$ cat config.mk
export PLATFORM = sky130hd
export DESIGN_NAME = lut_rev_search
export DESIGN_NICKNAME = d
export VERILOG_FILES = /design/src/rtl/lut_rev_search.sv
export SDC_FILE = /design/constraint.sdc
export NUM_CORES = 1
export LEC_CHECK = 0
export BUFFER_PORTS_ARGS = -buffer_cell sky130_fd_sc_hd__buf_4
export CELL_PAD_IN_SITES_DETAIL_PLACEMENT = 1
export CELL_PAD_IN_SITES_GLOBAL_PLACEMENT = 1
export CORE_ASPECT_RATIO = 1.4
export CORE_UTILIZATION = 40
export CTS_CLUSTER_DIAMETER = 150
export DETAILED_ROUTE_END_ITERATION = 6
export PLACE_DENSITY_LB_ADDON = 0.1
export SYNTH_ARGS = -nofsm -noshare
export SYNTH_HDL_FRONTEND = slang
export SYNTH_SLANG_ARGS = --single-unit
$ cat constraint.sdc
create_clock -name clk -period 3.2 [get_ports clk]
set_input_delay 0.16 -clock clk [delete_from_list [all_inputs] [get_ports clk]]
set_output_delay 0.16 -clock clk [all_outputs]
set_load 0.01 [all_outputs]
$ cat src/rtl/lut_rev_search.sv
// lut_rev_search: programmable key/data table with a sequential data->key reverse lookup
module lut_rev_search #(
  parameter int NR_KEY     = 4,
  parameter int KEY_WIDTH  = 2,
  parameter int DATA_WIDTH = 8,
  parameter int IDX_WIDTH  = 2
) (
  input  logic                                       clk,
  input  logic                                       rst_n,
  input  logic                                       clr,
  input  logic                                       wr_en,
  input  logic [IDX_WIDTH-1:0]                       wr_idx,
  input  logic [KEY_WIDTH-1:0]                       wr_key,
  input  logic [DATA_WIDTH-1:0]                      wr_data,
  output logic [NR_KEY*(KEY_WIDTH+DATA_WIDTH)-1:0]   lut,
  output logic [NR_KEY-1:0]                          lut_vld,
  input  logic                                       q_valid,
  output logic                                       q_ready,
  input  logic [DATA_WIDTH-1:0]                      q_data,
  output logic                                       r_valid,
  input  logic                                       r_ready,
  output logic                                       r_hit,
  output logic [KEY_WIDTH-1:0]                       r_key,
  output logic [IDX_WIDTH-1:0]                       r_idx
);
  localparam int PAIR = KEY_WIDTH + DATA_WIDTH;
  typedef enum logic [1:0] {IDLE, SCAN, RESP} state_t;
  state_t                r_state, w_next;
  logic [KEY_WIDTH-1:0]  r_keys  [NR_KEY];
  logic [DATA_WIDTH-1:0] r_datas [NR_KEY];
  logic [NR_KEY-1:0]     r_vld;
  logic [DATA_WIDTH-1:0] r_q;
  logic [IDX_WIDTH-1:0]  r_scan;
  logic                  w_wr, w_hit, w_last;
  assign w_wr    = wr_en && !clr && (int'(wr_idx) < NR_KEY);
  assign w_hit   = r_vld[r_scan] && (r_datas[r_scan] == r_q);
  assign w_last  = int'(r_scan) == NR_KEY - 1;
  assign q_ready = r_state == IDLE;
  assign r_valid = r_state == RESP;
  assign lut_vld = r_vld;
  for (genvar n = 0; n < NR_KEY; n++) begin : g_lut
    assign lut[PAIR*n +: PAIR] = {r_keys[n], r_datas[n]};
  end
  // table storage: clr drops every valid bit and beats a simultaneous write
  always_ff @(posedge clk or negedge rst_n) begin
    if (!rst_n) begin
      r_vld <= '0;
      for (int i = 0; i < NR_KEY; i++) begin
        r_keys[i]  <= '0;
        r_datas[i] <= '0;
      end
    end else begin
      if (clr) r_vld <= '0;
      if (w_wr) begin
        r_keys[wr_idx]  <= wr_key;
        r_datas[wr_idx] <= wr_data;
        r_vld[wr_idx]   <= 1'b1;
      end
    end
  end
  // state register
  always_ff @(posedge clk or negedge rst_n) begin
    if (!rst_n) r_state <= IDLE;
    else        r_state <= w_next;
  end
  // next state: accept in IDLE, stop scanning on first hit or last entry, release on handshake
  always_comb begin
    w_next = r_state;
    case (r_state)
      IDLE:    if (q_valid) w_next = SCAN;
      SCAN:    if (w_hit || w_last) w_next = RESP;
      RESP:    if (r_ready) w_next = IDLE;
      default: w_next = IDLE;
    endcase
  end
  // query latch, scan index and response capture; response holds through RESP
  always_ff @(posedge clk or negedge rst_n) begin
    if (!rst_n) begin
      r_q    <= '0;
      r_scan <= '0;
      r_hit  <= 1'b0;
      r_key  <= '0;
      r_idx  <= '0;
    end else if (r_state == IDLE && q_valid) begin
      r_q    <= q_data;
      r_scan <= '0;
    end else if (r_state == SCAN) begin
      if (w_hit) begin
        r_hit <= 1'b1;
        r_key <= r_keys[r_scan];
        r_idx <= r_scan;
      end else if (w_last) begin
        r_hit <= 1'b0;
        r_key <= '0;
        r_idx <= '0;
      end else begin
        r_scan <= r_scan + 1'b1;
      end
    end
  end
endmodule

## Word-level counts from Yosys, hierarchy flattened

Cells that the tools add are included.

- Multiply operators: 0
- Magnitude comparators: 6
- Shift-type cells: 0
- Divide/modulo/power cells: 0
- Eq/ne operators: 9
- Reduce and logical (&&, ||, !) cells: 13
- Bitwise gates (word level): 4
- Muxes and demuxes: 31
- $add $sub $neg: 1

Operators by type and width:

| cell | number |
|---|---|
| $bwmux W32 | 1 |
| $mux W2 | 13 |
| $mux W8 | 3 |
| $bmux W8 S2 | 1 |
| $demux W8 S2 | 1 |
| $reduce_and A3 Y1 | 3 |
| $bwmux W8 | 1 |
| $eq A8 B8 Y1 | 1 |
| $mux W4 | 2 |
| $ge A3 B3 Y1 const B | 2 |
| $lt A2 B3 Y1 const B | 2 |
| $ne A2 B1 Y1 const B | 3 |
| $not A2 Y3 | 2 |
| $pmux W2 S3 | 1 |
| $logic_and A1 B1 Y1 | 5 |
| $bmux W2 S2 | 1 |
| $demux W2 S2 | 1 |
| $eq A2 B1 Y1 const B | 2 |
| $mux W1 | 4 |
| $ne A2 B2 Y1 const B | 2 |
| $or A4 B4 Y4 | 1 |
| $reduce_bool A2 Y1 | 2 |
| $lt A3 B1 Y1 const B | 1 |
| $add A2 B1 Y2 const B | 1 |
| 8 further kinds | 8 |

- Memories kept: 0
- Bits in registers: 61
- RAM bits: 0
- Bits in read-only memories: 0
- Output and inout bits: 51
- Bits in latches: 0
- Logic and storage cells: 79

## Longest topological paths before layout

- Word-level depth: 9
- Gate-level depth with buffers: 7
- Mapped depth without buffers: 5

## Worst setup path after synthesis

OpenSTA, ideal clock, no wires.

- Path type: register -> register
- Start: reg r_scan[0]
- End: reg r_idx[0]
- Cell stages (with the launch flop): 8
- Clock period less this slack: 2.114 ns
- Arrival: 2.010 ns
- Setup time: 0.104 ns
- Slack: 1.086 ns
- Required time: 3.096 ns
- Path buffers: 2
- Path through: dfrtp_1 > buf_6 > buf_12 > mux4_2 > xnor2_2 > nand4_2 > or4_1 > o311ai_1

- Longest elaborated chain between the ends: 8
- Elaborated cells on any way between the ends: 12

RTL lines:

| what | RTL line | text |
|---|---|---|
| start, declared | 33 | `logic [IDX_WIDTH-1:0] r_scan;` |
| start signal, assigned | 97 | `r_scan <= r_scan + 1'b1;` |
| $not A2 Y3 (implied by the code) | 36 | `assign w_hit = r_vld[r_scan] && (r_datas[r_scan] == r_q);` |
| $bmux W8 S2 | 36 |  |
| $mux W8 (implied by the code) (2 in series) | 36 |  |
| $eq A8 B8 Y1 | 36 |  |
| $logic_and A1 B1 Y1 | 36 |  |
| $reduce_bool A2 Y1 (no source line) | - |  |
| $reduce_and A3 Y1 (no source line) | - |  |
| end signal, assigned | 91 | `r_idx <= r_scan;` |
| end, declared | 24 | `output logic [IDX_WIDTH-1:0] r_idx` |

Parallel ways exist; a longest one is shown, timed or not. The select of a mux whose other input is x is not followed.
A chain may end at the register's enable or synchronous reset.

## Final worst setup path

Same ends and word-level chain as after synthesis.

==> run summary <==
Root Buffer: clkbuf_8
Internal: 0.00204 W
Rows: 35
worst hold path stage count: 2
final hold vios: 0
Die W: 73.1 µm
CP required: 3.43 ns
Hold Startpoint: clr
reg2reg end: r_idx[0]
CTS tree: done
Initial Util: 42.3%
initial antenna violation count: 0
Worst Path Max Fanout: 8
PD cells: 836 nW/µm²
DP HPWL: 4990 µm
Area Growth Syn to Fin: 31.0%
most frequent cells in the layout: buf_4 (80), dfrtp_1 (61), mux2_2 (48), nand2_1 (16), clkbuf_8 (10)
TritonRoute pass-1 iters: 4
antenna cells: 0
most common cell after layout, fill and taps aside: buf_4
CTS Buf Count: 9
Pins Over Slew Limit: 0
Worst slew margin: 47.8%
post-synthesis sequential area ratio: 53.9%
RSZ-0062 raised after global routing: no
clk buf depth: 2
Pleak: 1.74 nW
clk_skew: 0.0122 ns
Mapped Nets: 221
Clock Sinks: 61
sw frac: 34.4%
worst-skew pair later-pin latency: 0.34 ns
Final GP Congestion: 0.724
WL/cell: 18.4 µm
worst reg-to-reg path cell count: 5
sequential share of power: 39.0%
share of layout cells above drive strength 1: 53.7%
Yosys top cell by area: dfrtp_1
Core Util, Final: 55.4%
synthesized instance count: 194
largest cells by area after synthesis: dfrtp_1 (54%), mux2_2 (19%), mux4_1 (7.4%)
run status: completed
data arrival time of the critical path: 2.70 ns
clock-pin slew on the worst setup and hold paths: 0.07 ns
die area: 7430 µm²
via/cell ratio: 5.14
Hold Crit Class: in2reg
setup TNS: 0 ns
number of max-cap violations: 0
Avg Cell Area, Syn: 14.6 µm²
Fmax: 405 MHz
Die Y: 102 µm
Place WS: 0.745 ns
Starting DRT DRC Count: 72
H-tree depth: 3
crit share post-route: 77.3%
GRT Overall Usage: 20.1%
layout net count: 305
Core Region: 6700 µm²
Final WS setup: 0.728 ns
antenna-violating nets left: 0
largest net degree at the start of global routing: 62
Psw: 0.00107 W
Final setup viols: 0
Max VDD drop: 0.360 mV
DRT Wirelength: 6910 µm
grt ovf: 0
vias: 1927
origin of the critical flop-to-flop path: r_scan[0]
Syn Std Cell Area: 2830 µm²
Post CTS Setup Buffer Count: 0
vias in the first global route: 2031
CP Class: reg2reg
Worst setup SP type: flip-flop
Worst Hold Endpoint: lut_vld[3]
Post-route DRC: 0
Slew @ Worst Pin: 0.783 ns
clock power share: 22.5%
number of enable flip-flop cells after synthesis: 0
FF+latch count, synth: 61
post-synth top area share: 53.9%
global-route wire length before repair: 10900 µm
Synth async-reset ratio: 100%
R2R Setup Slk: 0.73 ns
Resize count post-CTS: 0
min Tclk post-route: 2.47 ns
library cells used by synthesis: 33
Crit. End Element: flip-flop
port bufs: 76
Ys Warns: 0
logic gate share of total power: 38.6%
io pins: 77
top_reg_cell synth: dfrtp_1
[through the flow]
step	instance area, µm²	std cells	power, W	hold slack [ns]
detailed placement	3500	358	0.00243	0.290
finish	3710	375	0.00310	0.0168
CTS	3710	375	0.00314	0.00484
floorplan	2830	194	0.00198	-0.136
global placement	3500	358	0.00240	0.287
global route	3710	375	0.00328	0.0398
[kinds of logic (layout without fill, tap and decap cells)]
family          Yosys count  count (layout)  share of synthesized area (%)
buf+inv                  16             105                           3.00
flops                    61              61                           53.9
compound gates           12              12                           3.40
simple gates             35              35                           6.67
fa+ha+maj                 1               1                          0.442
xor+xnor                  8               8                           3.00
mux                      61              61                           29.6
[how the worst max path moves through the flow]
stage / start / endpoint / cells after the start
3_5_place_dp: r_scan[0] / r_idx[0] / 5
2_1_floorplan: r_scan[0] / r_idx[0] / 7
4_1_cts: r_scan[0] / r_idx[0] / 5
6_report: r_scan[0] / r_idx[0] / 5
5_1_grt: r_scan[0] / r_idx[1] / 6
3_3_place_gp: r_scan[0] / r_key[1] / 5
[cell usage after synthesis (2+ instances only)]
master and instances:
clkbuf_1 3, buf_1 2, a21o_1 3, inv_1 8
or4_1 4, nor2b_1 3, xnor2_1 6, nand2_1 16
mux4_2 3, mux4_1 8, nand3_1 2, nor2_1 3
xnor2_2 2, mux2_2 48, dfrtp_1 61, mux2i_1 2
o311ai_1 4
[worst max-delay path, cell delays in order, from the launching register on]
cell	delay, ns
dfrtp_1	0.56
mux4_1	0.64
xnor2_1	0.31
nand4_2	0.19
or4_1	0.56
o311ai_1	0.11
[repair_timing]
item,CTS,global route
setup endpoints to repair,0,0
hold buffers,1,0
endpoints found under the hold margin,61,0
[state kept, by name (all words and copies together) (netlist names)]
register  flops
lut          40
r_idx         2
r_state       2
r_key         2
lut_vld       4
r_q           8
r_hit         1
r_scan        2
[metal layers]
metal | vias to the layer above | GRT usage [%] | wire length [µm]
met4 | 0 | 8.90 | 140
met5 | - | 0 | 0
li1 | 880 | - | -
met2 | 46 | 33.3 | 3610
met1 | 991 | 25.4 | 2950
met3 | 10 | 3.88 | 215
[final cells by class]
| cell class | instances | area, µm² |
|---|---|---|
| timing repair buffer | 81 | 611 |
| multi-input combinational | 117 | 1230 |
| clock buffer | 11 | 141 |
| inverter | 8 | 30.0 |
| clock inverter | 5 | 60.1 |
| fill | 699 | 2990 |
| sequential | 61 | 1530 |
| tap | 92 | 115 |
[power groups by stage]
stage | Combinational [W] | Sequential [W] | Clock (W)
4_1_cts | 0.00121 | 0.00122 | 0.000707
5_1_grt | 0.00130 | 0.00124 | 0.000738
6_report | 0.00120 | 0.00121 | 0.000697
3_3_place_gp | 0.00118 | 0.00122 | 0
3_5_place_dp | 0.00121 | 0.00123 | 0
2_1_floorplan | 0.000793 | 0.00119 | 0
(Power assumes the default switching activity.)
